## src/rtl/smart_home_ctrl_if.sv

```systemverilog
// smart_home_ctrl_if -- pin-level bundle between raw sensors / actuator drivers
// and the supervisory controller.
//   master : sensor side (drives SFD, SRD, SW, SFA, Ack, ST; observes actuators)
//   slave  : controller side (reverse directions)
// Optional: SMART_HOME_ALARM_LOG_EN adds the 8-bit alarm_cnt observation signal.
interface smart_home_ctrl_if #(
   parameter int TW   = 7,
   parameter int NWIN = 2
);
   logic            SFD;
   logic            SRD;
   logic [NWIN-1:0] SW;
   logic            SFA;
   logic            Ack;
   logic [TW-1:0]   ST;
   logic            fdoor;
   logic            rdoor;
   logic            winbuzz;
   logic            alarmbuzz;
   logic            heater;
   logic            cooler;
   logic [NWIN-1:0] win_mask;
   logic [2:0]      display;
`ifdef SMART_HOME_ALARM_LOG_EN
   logic [7:0]      alarm_cnt;

   modport master (output SFD, SRD, SW, SFA, Ack, ST,
                   input  fdoor, rdoor, winbuzz, alarmbuzz, heater, cooler,
                          win_mask, display, alarm_cnt);
   modport slave  (input  SFD, SRD, SW, SFA, Ack, ST,
                   output fdoor, rdoor, winbuzz, alarmbuzz, heater, cooler,
                          win_mask, display, alarm_cnt);
`else
   modport master (output SFD, SRD, SW, SFA, Ack, ST,
                   input  fdoor, rdoor, winbuzz, alarmbuzz, heater, cooler,
                          win_mask, display);
   modport slave  (input  SFD, SRD, SW, SFA, Ack, ST,
                   output fdoor, rdoor, winbuzz, alarmbuzz, heater, cooler,
                          win_mask, display);
`endif
endinterface

```

## src/rtl/smart_home_ctrl.sv

```systemverilog
// smart_home_ctrl -- home supervisory controller.
// Raw door/window/fire pins are synchronised and debounced per bit, the
// temperature is compared against hysteresis thresholds, and a single
// priority Moore FSM picks the active function; its state code is the display.
//   Clk, Rst  : clock (rising edge), asynchronous active-low reset
//   bus.slave : sensors in (SFD, SRD, SW, SFA, Ack, ST),
//               actuators/display out (fdoor, rdoor, winbuzz, alarmbuzz,
//               heater, cooler, win_mask, display)
// Optional: define SMART_HOME_ALARM_LOG_EN to add bus.alarm_cnt, a saturating
// count of ALARM entries.

// One sensor lane: 2-flop synchroniser plus debounce counter.
module smart_home_deb #(
   parameter int DEB_CYC = 4
)(
   input  logic Clk,
   input  logic Rst,
   input  logic raw,
   output logic deb,
   output logic flip   // deb toggles on this edge
);
   localparam int CW = (DEB_CYC < 2) ? 1 : $clog2(DEB_CYC);

   logic          s1, s2;
   logic [CW-1:0] cnt;

   // cnt holds the number of differing cycles already seen, so the edge that
   // sees the DEB_CYC-th one is where deb flips.
   assign flip = (s2 != deb) && (cnt == CW'(DEB_CYC - 1));

   always_ff @(posedge Clk or negedge Rst) begin
      if (!Rst) begin
         s1  <= 1'b0;
         s2  <= 1'b0;
         deb <= 1'b0;
         cnt <= '0;
      end else begin
         s1 <= raw;
         s2 <= s1;
         if (s2 != deb) begin
            if (flip) begin
               deb <= ~deb;
               cnt <= '0;
            end else begin
               cnt <= cnt + 1'b1;
            end
         end else begin
            cnt <= '0;
         end
      end
   end
endmodule

module smart_home_ctrl #(
   parameter int TW        = 7,
   parameter int NWIN      = 2,
   parameter int T_HEAT_ON = 50,
   parameter int T_COOL_ON = 85,
   parameter int HYST      = 2,
   parameter int DEB_CYC   = 4,
   parameter int DOOR_HOLD = 16
)(
   input  logic             Clk,
   input  logic             Rst,
   smart_home_ctrl_if.slave bus
);
   localparam int NS = NWIN + 3;   // SFD, SRD, SFA, SW[NWIN-1:0]
   localparam int HW = $clog2(DOOR_HOLD + 1);

   localparam logic [TW:0] HEAT_SET = (TW+1)'(T_HEAT_ON);
   localparam logic [TW:0] HEAT_CLR = (TW+1)'(T_HEAT_ON + HYST);
   localparam logic [TW:0] COOL_SET = (TW+1)'(T_COOL_ON);
   localparam logic [TW:0] COOL_CLR = (TW+1)'(T_COOL_ON - HYST);

   typedef enum logic [2:0] {
      S_IDLE  = 3'd0,
      S_FDOOR = 3'd1,
      S_RDOOR = 3'd2,
      S_WIN   = 3'd3,
      S_ALARM = 3'd4,
      S_HEAT  = 3'd5,
      S_COOL  = 3'd6
   } state_t;

   // ---------------- sensor lanes ----------------
   logic [NS-1:0] raw, deb, flip;
   assign raw = {bus.SW, bus.SFA, bus.SRD, bus.SFD};

   for (genvar i = 0; i < NS; i++) begin : g_lane
      smart_home_deb #(.DEB_CYC(DEB_CYC)) u_deb (
         .Clk  (Clk),
         .Rst  (Rst),
         .raw  (raw[i]),
         .deb  (deb[i]),
         .flip (flip[i])
      );
   end

   logic            sfd_d, srd_d, sfa_d;
   logic [NWIN-1:0] sw_d;
   logic            sfd_fall, srd_fall;
   logic            unused_flip;
   assign sfd_d       = deb[0];
   assign srd_d       = deb[1];
   assign sfa_d       = deb[2];
   assign sw_d        = deb[NS-1:3];
   assign sfd_fall    = deb[0] & flip[0];
   assign srd_fall    = deb[1] & flip[1];
   assign unused_flip = ^flip[NS-1:2];

   // ---------------- temperature ----------------
   logic [TW-1:0] st_q;
   logic [TW:0]   st_x;
   logic          heat_req, cool_req;
   assign st_x = {1'b0, st_q};

   always_ff @(posedge Clk or negedge Rst) begin
      if (!Rst) begin
         st_q     <= '0;
         heat_req <= 1'b0;
         cool_req <= 1'b0;
      end else begin
         st_q <= bus.ST;
         if (st_x < HEAT_SET)       heat_req <= 1'b1;
         else if (st_x >= HEAT_CLR) heat_req <= 1'b0;
         if (st_x > COOL_SET)       cool_req <= 1'b1;
         else if (st_x <= COOL_CLR) cool_req <= 1'b0;
      end
   end

   // ---------------- FSM + door hold ----------------
   state_t        state, state_nx, prio;
   logic [HW-1:0] hold_tmr;
   logic          hold_act, fd_req, rd_req;
   logic          door_st, cur_fall, cur_d;

   // The hold keeps the door request alive only if the timer is still nonzero
   // after this edge's decrement, so the door closes on the edge it hits 0.
   assign hold_act = (hold_tmr > HW'(1));
   assign fd_req   = sfd_d | ((state == S_FDOOR) & hold_act);
   assign rd_req   = srd_d | ((state == S_RDOOR) & hold_act);

   assign door_st  = (state == S_FDOOR) || (state == S_RDOOR);
   assign cur_fall = (state == S_FDOOR) ? sfd_fall : srd_fall;
   assign cur_d    = (state == S_FDOOR) ? sfd_d : srd_d;

   always_ff @(posedge Clk or negedge Rst) begin
      if (!Rst) state <= S_IDLE;
      else      state <= state_nx;
   end

   always_comb begin
      prio = S_IDLE;
      if (sfa_d)         prio = S_ALARM;
      else if (fd_req)   prio = S_FDOOR;
      else if (rd_req)   prio = S_RDOOR;
      else if (|sw_d)    prio = S_WIN;
      else if (heat_req) prio = S_HEAT;
      else if (cool_req) prio = S_COOL;

      state_nx = S_IDLE;
      case (state)
         S_ALARM: state_nx = (!sfa_d && bus.Ack) ? prio : S_ALARM;
         S_IDLE, S_FDOOR, S_RDOOR, S_WIN, S_HEAT, S_COOL: state_nx = prio;
         default: state_nx = S_IDLE;
      endcase
   end

   // Shared by both doors: only the door that owns the current state can arm
   // it, and any departure from that state (e.g. preemption) drops it.
   always_ff @(posedge Clk or negedge Rst) begin
      if (!Rst)                              hold_tmr <= '0;
      else if (door_st && state_nx != state) hold_tmr <= '0;
      else if (door_st && cur_fall)          hold_tmr <= HW'(DOOR_HOLD);
      else if (door_st && cur_d)             hold_tmr <= '0;
      else if (hold_tmr != '0)               hold_tmr <= hold_tmr - 1'b1;
   end

   logic fdoor_o, rdoor_o, winbuzz_o, alarmbuzz_o, heater_o, cooler_o;

   always_comb begin
      fdoor_o     = 1'b0;
      rdoor_o     = 1'b0;
      winbuzz_o   = 1'b0;
      alarmbuzz_o = 1'b0;
      heater_o    = 1'b0;
      cooler_o    = 1'b0;
      case (state)
         S_FDOOR: fdoor_o   = 1'b1;
         S_RDOOR: rdoor_o   = 1'b1;
         S_WIN:   winbuzz_o = 1'b1;
         S_ALARM: begin        // evacuation: both doors open
            alarmbuzz_o = 1'b1;
            fdoor_o     = 1'b1;
            rdoor_o     = 1'b1;
         end
         S_HEAT:  heater_o  = 1'b1;
         S_COOL:  cooler_o  = 1'b1;
         default: ;
      endcase
   end

   assign bus.fdoor     = fdoor_o;
   assign bus.rdoor     = rdoor_o;
   assign bus.winbuzz   = winbuzz_o;
   assign bus.alarmbuzz = alarmbuzz_o;
   assign bus.heater    = heater_o;
   assign bus.cooler    = cooler_o;
   assign bus.win_mask  = sw_d;
   assign bus.display   = state;

`ifdef SMART_HOME_ALARM_LOG_EN
   logic [7:0] alarm_cnt;

   always_ff @(posedge Clk or negedge Rst) begin
      if (!Rst)
         alarm_cnt <= '0;
      else if (state_nx == S_ALARM && state != S_ALARM && alarm_cnt != 8'hFF)
         alarm_cnt <= alarm_cnt + 8'd1;
   end

   assign bus.alarm_cnt = alarm_cnt;
`endif
endmodule
```

## src/flat_wrapper.sv

```systemverilog
// flat-port wrapper written by rule: the top's interface ports become plain ports
module smart_home_ctrl_flat 
#(
   parameter int TW        = 7,
   parameter int NWIN      = 2,
   parameter int T_HEAT_ON = 50,
   parameter int T_COOL_ON = 85,
   parameter int HYST      = 2,
   parameter int DEB_CYC   = 4,
   parameter int DOOR_HOLD = 16
)
  (Clk, Rst, bus_SFD, bus_SRD, bus_SW, bus_SFA, bus_Ack, bus_ST, bus_fdoor, bus_rdoor, bus_winbuzz, bus_alarmbuzz, bus_heater, bus_cooler, bus_win_mask, bus_display);
  smart_home_ctrl_if #(.TW(TW), .NWIN(NWIN)) bus_i ();
  input  logic Clk;
  input  logic Rst;
  input wire logic [$bits(bus_i.SFD)-1:0] bus_SFD;
  input wire logic [$bits(bus_i.SRD)-1:0] bus_SRD;
  input wire logic [$bits(bus_i.SW)-1:0] bus_SW;
  input wire logic [$bits(bus_i.SFA)-1:0] bus_SFA;
  input wire logic [$bits(bus_i.Ack)-1:0] bus_Ack;
  input wire logic [$bits(bus_i.ST)-1:0] bus_ST;
  output wire logic [$bits(bus_i.fdoor)-1:0] bus_fdoor;
  output wire logic [$bits(bus_i.rdoor)-1:0] bus_rdoor;
  output wire logic [$bits(bus_i.winbuzz)-1:0] bus_winbuzz;
  output wire logic [$bits(bus_i.alarmbuzz)-1:0] bus_alarmbuzz;
  output wire logic [$bits(bus_i.heater)-1:0] bus_heater;
  output wire logic [$bits(bus_i.cooler)-1:0] bus_cooler;
  output wire logic [$bits(bus_i.win_mask)-1:0] bus_win_mask;
  output wire logic [$bits(bus_i.display)-1:0] bus_display;
  assign bus_i.SFD = bus_SFD;
  assign bus_i.SRD = bus_SRD;
  assign bus_i.SW = bus_SW;
  assign bus_i.SFA = bus_SFA;
  assign bus_i.Ack = bus_Ack;
  assign bus_i.ST = bus_ST;
  assign bus_fdoor = bus_i.fdoor;
  assign bus_rdoor = bus_i.rdoor;
  assign bus_winbuzz = bus_i.winbuzz;
  assign bus_alarmbuzz = bus_i.alarmbuzz;
  assign bus_heater = bus_i.heater;
  assign bus_cooler = bus_i.cooler;
  assign bus_win_mask = bus_i.win_mask;
  assign bus_display = bus_i.display;
  smart_home_ctrl #(.TW(TW), .NWIN(NWIN), .T_HEAT_ON(T_HEAT_ON), .T_COOL_ON(T_COOL_ON), .HYST(HYST), .DEB_CYC(DEB_CYC), .DOOR_HOLD(DOOR_HOLD)) u_core (.Clk(Clk), .Rst(Rst), .bus(bus_i));
endmodule
```

## config.mk

```make
export PLATFORM = sky130hd
export DESIGN_NAME = smart_home_ctrl_flat
export DESIGN_NICKNAME = d
export VERILOG_FILES = /design/src/rtl/smart_home_ctrl_if.sv /design/src/rtl/smart_home_ctrl.sv /design/src/flat_wrapper.sv
export SDC_FILE = /design/constraint.sdc
export NUM_CORES = 1
export LEC_CHECK = 0
export ABC_CLOCK_PERIOD_IN_PS = 2100
export BUFFER_PORTS_ARGS = -buffer_cell sky130_fd_sc_hd__buf_2
export CAP_MARGIN = 10
export CORE_MARGIN = 2
export CORE_UTILIZATION = 55
export DETAILED_ROUTE_END_ITERATION = 6
export GPL_ROUTABILITY_DRIVEN = 0
export HOLD_SLACK_MARGIN = 0.12
export PLACE_DENSITY = 0.77
export SLEW_MARGIN = 25
export SYNTH_ARGS = -nofsm -noshare
export SYNTH_HDL_FRONTEND = slang
export SYNTH_SLANG_ARGS = --single-unit
```

## constraint.sdc

```tcl
create_clock -name Clk -period 2.1 [get_ports Clk]
set_clock_uncertainty 0.05 [all_clocks]
set_input_delay 0.42 -clock Clk [delete_from_list [all_inputs] [get_ports Clk]]
set_output_delay 0.42 -clock Clk [all_outputs]
set_load 0.02 [all_outputs]
```

## Yosys cells after proc, flatten, opt, wreduce, memory -nomap -nowiden

Cells that the tools add are included.

- Bits in registers: 42
- Input port bits: 15
- Output and inout port bits: 11
- Logic and storage cells: 123

- Add/sub/neg operators: 6
- $lt $le $gt $ge: 5
- Equality and inequality tests: 17
- Mux-type cells: 34
- Bitwise operators: 11
- Reductions and logical operators: 25

Operators by type and width:

| kind | number |
|---|---|
| $mux W3 | 7 |
| $mux W2 | 10 |
| $mux W5 | 4 |
| $mux W1 | 12 |
| $add A2 B1 Y2 const B | 5 |
| $eq A2 B2 Y1 const B | 5 |
| $reduce_and A2 Y1 | 5 |
| $eq A3 B3 Y1 const B | 3 |
| $logic_and A1 B1 Y1 | 9 |
| $ge A7 B6 Y1 const B | 1 |
| $gt A7 B7 Y1 const B | 1 |
| $le A7 B7 Y1 const B | 1 |
| $lt A7 B6 Y1 const B | 1 |
| $eq A3 B2 Y1 const B | 2 |
| $pmux W3 S2 | 1 |
| $reduce_or A2 Y1 | 3 |
| $reduce_or A6 Y1 | 1 |
| $gt A5 B1 Y1 const B | 1 |
| $ne A1 B1 Y1 | 5 |
| $not A1 Y1 | 5 |
| $reduce_bool A5 Y1 | 1 |
| $sub A5 B1 Y5 const B | 1 |
| $and A1 B1 Y1 | 4 |
| $reduce_bool A2 Y1 | 2 |
| 7 further kinds | 8 |

## Depth between registers and ports, before layout

- Word-level depth: 11
- Mapped depth: 7
- Depth with buffers taken out: 7

## Modules after synthesis

Synthesis repeated with hierarchy kept, for this count alone.

- Cell total of the unflattened synthesis: 158
- Area, all modules: 1844.3 um2

Modules (own cells, without submodules):

| module | instances | cells an instance | area each (um2) | sequential area each (um2) |
|---|---|---|---|---|
| smart_home_ctrl | 1 | 103 | 930.9 | 400.4 |
| smart_home_deb | 5 | 11 | 182.7 | 125.1 |

## Least setup slack after synthesis

No wires, ideal clock.

- Kind: register to register
- From: register u_core.state[1] (netlist: u_core.bus.display[1])
- To: register u_core.hold_tmr[3]
- Setup time: 0.137 ns
- Arrival time: 1.624 ns
- Slack: 0.288 ns
- Stages on the path, launching flop included: 5
- Path buffers: 0
- Period minus slack after synthesis: 1.812 ns
- Path through: dfrtp_1 -> nor3b_1 -> a21o_1 -> o21ai_1 -> nor4b_1

- Word-level cells in the longest chain between the ends: 11
- Elaborated cells between the ends (all ways): 28
- Classes of those cells: eq/ne (7); mux (10); bitwise (4); reduce/logical (7)

RTL lines:

| item | RTL line | RTL |
|---|---|---|
| start, declared | smart_home_ctrl.sv:132 | `state_t state, state_nx, prio;` |
| start signal, assigned | smart_home_ctrl.sv:149 | `else state <= state_nx;` |
| $eq A3 B2 Y1 | smart_home_ctrl.sv:141, smart_home_ctrl.sv:143, smart_home_ctrl.sv:162 |  |
| $and A1 B1 Y1 | smart_home_ctrl.sv:141 | `assign rd_req = srd_d \| ((state == S_RDOOR) & hold_act);` |
| $or A1 B1 Y1 | smart_home_ctrl.sv:141 |  |
| $mux W3 | smart_home_ctrl.sv:156 | `else if (rd_req) prio = S_RDOOR;` |
| $mux W3 | smart_home_ctrl.sv:155 | `else if (fd_req) prio = S_FDOOR;` |
| $mux W3 | smart_home_ctrl.sv:154 | `if (sfa_d) prio = S_ALARM;` |
| $mux W3 | smart_home_ctrl.sv:163 | `S_ALARM: state_nx = (!sfa_d && bus.Ack) ? prio : S_ALARM;` |
| $pmux W3 S2 | smart_home_ctrl.sv:162 | `case (state)` |
| $ne A3 B3 Y1 | smart_home_ctrl.sv:173 | `else if (door_st && state_nx != state) hold_tmr <= '0;` |
| $logic_and A1 B1 Y1 | smart_home_ctrl.sv:173 |  |
| $reduce_bool A4 Y1 (no line) or $mux W5 (tied branches) | - |  |
| end signal, assigned | smart_home_ctrl.sv:174 | `else if (door_st && cur_fall) hold_tmr <= HW'(DOOR_HOLD);` |
| end signal, assigned | smart_home_ctrl.sv:176 | `else if (hold_tmr != '0) hold_tmr <= hold_tmr - 1'b1;` |
| end, declared | smart_home_ctrl.sv:133 | `logic [HW-1:0] hold_tmr;` |

Several ways; a longest one is shown, not always the timed one.
A chain may end at the register's enable or synchronous reset.

## Final worst setup path

- From: register u_core.state[1] (netlist: u_core.bus.display[1])
- To: output bus_alarmbuzz

- Word-level cells in the longest chain between the ends: 2

RTL lines:

| item | RTL line | RTL |
|---|---|---|
| $eq A3 B3 Y1 | smart_home_ctrl.sv:188 | `case (state)` |
| $mux W1 | smart_home_ctrl.sv:188 |  |
| end, declared | flat_wrapper.sv:25 | `output wire logic [$bits(bus_i.alarmbuzz)-1:0] bus_alarmbuzz;` |

No other way between the ends.

==> results summary <==
The run finished with clean final reports. The total DRC errors in the routed layout is 0. The Yosys step of the flow raised 0 warnings. OpenSTA, run right after detailed placement, puts the worst setup slack at between 0.2 and 0.3 ns. 0 antenna diodes ended up in the layout. The number of buffers on the longest clock path came out at 2. The data required time at the worst endpoint came out at 1.63 ns. The worst hold path passes through 0 cells.

The kind of path behind the tightest hold check is reg2reg. The number of setup buffers added after CTS came out at 0. The most frequently used flop master after synthesis is sky130_fd_sc_hd__dfrtp_1. Synthesis produced a netlist whose cell count is 163. For this block, the initial DRC count from the detailed router was 21. The distinct cell type count after synthesis came out at 42. The number of global-route vias before repair came to 1445. The total track usage is 0.1930. The slowest stage of the critical path belongs to the cell sky130_fd_sc_hd__dfrtp_1.

The detailed-routing iteration count for the pre-antenna-repair pass came out at 4. The overall power after layout is around 3 mW. The die extent in x is 62.22 um. The post-route clock period utilization is 0.8916. The area of the die came out at 3871 sq um. The core region area is about 3300 sq um.

Clock tree synthesis inserted a total of 5 buffers. For this run, asynchronously set or reset flops after synthesis account for 1.000. The sum of negative setup slack is 0 ns.

For this run, the slowest stage of the critical path takes around 0.56 ns. Setup repair after global routing left no endpoint under its margin. The number of buffer and inverter instances along the worst setup path came out at 1. Summing all flip-flop and latch instances after layout gives between 1000 and 1500 sq um.

The worst register-to-register path ends at u_core.hold_tmr[2]$_DFFE_PN0P_. The detailed-routed wire length on met3 is around 100 um. The leakage power came out at slightly above 1 nW. The layout cell share with drive strength beyond 1 is 0.2178. Traced cell by cell, the critical path runs through nor3b_2 > buf_2.

The netlist area before placement came out at between 1500 and 2000 sq um. For this run, the top clock speed supported by timing is 0.5341 GHz. The library cell used most frequently in the layout, excluding fill and tap cells, is sky130_fd_sc_hd__dfrtp_1. The path depth of the worst reg2reg path came out at 7.

The area growth from synthesis to layout is 18.19%. The register area share after synthesis came out at 0.5503. The clock transition at the registers of the reported paths is around 0.11 ns.

The power density over cell area is approximately 1400 nW/um^2. The maximum number of pins on one net before global-route repair came out at 42. The first global-routing pass estimated roughly 6000 um of wire.

The count of pins over their slew limit came to 0. The H-tree was split into 2 levels. The number of placed I/O pins came out at 26. The total nets after synthesis came out at around 190.

STA puts the critical path data arrival time at 1.40 ns. STA classifies the critical path startpoint as a flip-flop. In this run, synthesis inferred 0 flip-flops with an integrated enable. The HPWL after detailed placement came out at 2434 um. The smallest setup slack after layout came out at between 0.2 and 0.25 ns.

Summed over all nets, wire length on met2 after detailed routing comes to ~2000 um. The cell family contributing the most delay on the critical path is flip-flops. The residual overflow from global routing came out at 0. The layout has between 200 and 300 filler cells. The number of hold violations in the final report came to 0.

The routed layout has approximately 1300 vias. The transition time at the pin with the least slew margin is 0.4890 ns. Measured along the y axis, the die boundary spans 62.22 um. The total routed wirelength came out at 3334 um. The flip-flop and latch count after synthesis is slightly above 40.

The average routed wire per standard cell is about 13 um. The top cell types in the final layout, fill and taps aside, are sky130_fd_sc_hd__dfrtp_1 (41), sky130_fd_sc_hd__buf_2 (24), sky130_fd_sc_hd__nor2_1 (14). The worst hold path begins at u_core.g_lane[3].u_deb.s1$_DFF_PN0_. The initial antenna violation count is 0.

The clock reaches the later pin of the worst-skew pair after between 0.3 and 0.4 ns. The worst vdd rail ir drop came out at 0.6458 mV. The number of placement rows is 21. The initial standard-cell utilization of the core is 0.5676. The number of nets at the end of the flow came out at 225.

The worst register-to-register path begins at u_core.hold_tmr[1]$_DFFE_PN0P_. The final setup violation count came out at 0. In the final layout, the multi-input gates occupy between 700 and 800 sq um. The average size of a mapped cell is about 11 sq um. The routed length on met1 is 1247 um. TritonCTS built the clock tree. The tree built by TritonCTS fans out to 41 sinks. The destination of the worst hold path is u_core.g_lane[3].u_deb.s2$_DFF_PN0_. The average via count per standard cell is between 5 and 6.

STA classifies the critical path endpoint as a primary output. The count of nets left with antenna violations once routing finished came out at 0. Of all nets on the critical path, the largest fanout is 15. The count of port buffers added during placement came out at 24. The final critical-path required period is around 1.9 ns. Measured against its own limit, the worst slew margin works out to 0.6740. The worst setup path is of the reg2out kind. Clock tree synthesis selected as its root buffer the cell sky130_fd_sc_hd__clkbuf_4. In this run the top signal layer used is met4. For flop-to-flop paths, the worst setup slack is roughly 0.28 ns. The reported max-cap violation count is 0.
-- sequential cells by signal, summed over array words and instances (netlist names) --
name	flops
u_core.g_lane.u_deb.deb	5
u_core.g_lane.u_deb.cnt	10
u_core.st_q	6
u_core.heat_req	1
u_core.g_lane.u_deb.s2	5
u_core.cool_req	1
u_core.hold_tmr	5
u_core.g_lane.u_deb.s1	5
u_core.bus.display	3
-- how the worst max path moves through the flow --
stage	startpoint	to	slack [ns]	depth (start not counted)
3_5_place_dp	u_core.hold_tmr[1]$_DFFE_PN0P_	u_core.hold_tmr[2]$_DFFE_PN0P_	0.28	7
6_report	u_core.bus.display[1]$_DFF_PN0_	bus_alarmbuzz	0.23	2
2_1_floorplan	u_core.bus.display[1]$_DFF_PN0_	u_core.hold_tmr[3]$_DFFE_PN0P_	0.29	4
4_1_cts	u_core.bus.display[1]$_DFF_PN0_	bus_alarmbuzz	0.12	2
3_3_place_gp	u_core.hold_tmr[4]$_DFFE_PN0P_	u_core.hold_tmr[1]$_DFFE_PN0P_	0.40	5
5_1_grt	u_core.hold_tmr[1]$_DFFE_PN0P_	u_core.hold_tmr[3]$_DFFE_PN0P_	0.10	7
-- timing repair --
item / CTS / global route
gates resized for setup: 0 / 1
hold buffers: 4 / 8
setup endpoints to repair: 0 / 1
endpoints found under the hold margin: 44 / 8
-- cells in the mapped netlist, types with 2 or more instances --
master,instances,share of area
sky130_fd_sc_hd__dfrtp_1,41,0.55
sky130_fd_sc_hd__nor2_1,14,0.028
sky130_fd_sc_hd__nor2b_1,9,0.030
sky130_fd_sc_hd__nor3_1,9,0.024
sky130_fd_sc_hd__ha_1,8,0.054
sky130_fd_sc_hd__xnor2_1,8,0.038
sky130_fd_sc_hd__inv_1,7,0.014
sky130_fd_sc_hd__a21oi_1,6,0.016
sky130_fd_sc_hd__mux2_2,5,0.030
sky130_fd_sc_hd__nand2_1,5,0.010
sky130_fd_sc_hd__o21ai_0,5,0.013
sky130_fd_sc_hd__buf_4,3,0.012
sky130_fd_sc_hd__clkbuf_1,3,0.0060
sky130_fd_sc_hd__nand2b_1,3,0.010
sky130_fd_sc_hd__nor3b_1,3,0.012
sky130_fd_sc_hd__a211oi_1,2,0.0081
sky130_fd_sc_hd__and3b_1,2,0.0094
sky130_fd_sc_hd__mux2i_1,2,0.011
sky130_fd_sc_hd__nand3_1,2,0.0054
sky130_fd_sc_hd__nand3b_1,2,0.0081
sky130_fd_sc_hd__nor4bb_1,2,0.011
sky130_fd_sc_hd__o22ai_1,2,0.0067
-- final cells by class --
cell class / instances / share of cell area
tap: 46 / 0.02612
multi-input combinational: 109 / 0.3555
sequential: 41 / 0.4656
timing repair buffer: 38 / 0.1158
clock buffer: 7 / 0.02499
inverter: 7 / 0.01193
-- cell families after synthesis --
group	after synthesis	synth area share
simple gates	58	0.1805
flops	41	0.5503
compound gates	27	0.1000
buf+inv	13	0.03222
xor+xnor	9	0.04228
fa+ha+maj	8	0.05369
mux	7	0.04094
-- report_power, final --
| group | switching, mW | internal [mW] | total (mW) |
|---|---|---|---|
| Combinational | 0.769 | 0.656 | 1.42 |
| Sequential | 0.247 | 1.01 | 1.25 |
| Clock | 0.230 | 0.158 | 0.388 |
| Total | 1.25 | 1.82 | 3.07 |
-- routing by layer --
layer | GRT usage | vias to the layer above
li1 | - | 643
met1 | 0.1929 | 647
met2 | 0.3859 | 20
met3 | 0.05254 | 5
met4 | 0.05278 | 0
met5 | 0 | -
-- through the flow --
step | utilization | cells | cell area [sq um] | hold slack (ns)
after floorplan | - | 163 | 1864 | 0.07441
after global placement | 0.6160 | 229 | 2023 | 0.2825
after detailed placement | 0.6160 | 229 | 2023 | 0.2878
after CTS | 0.6450 | 240 | 2118 | 0.1202
after global routing | 0.6709 | 248 | 2203 | 0.3179
final | 0.6709 | 248 | 2203 | 0.3084
Power figures use the tool's default switching activity.
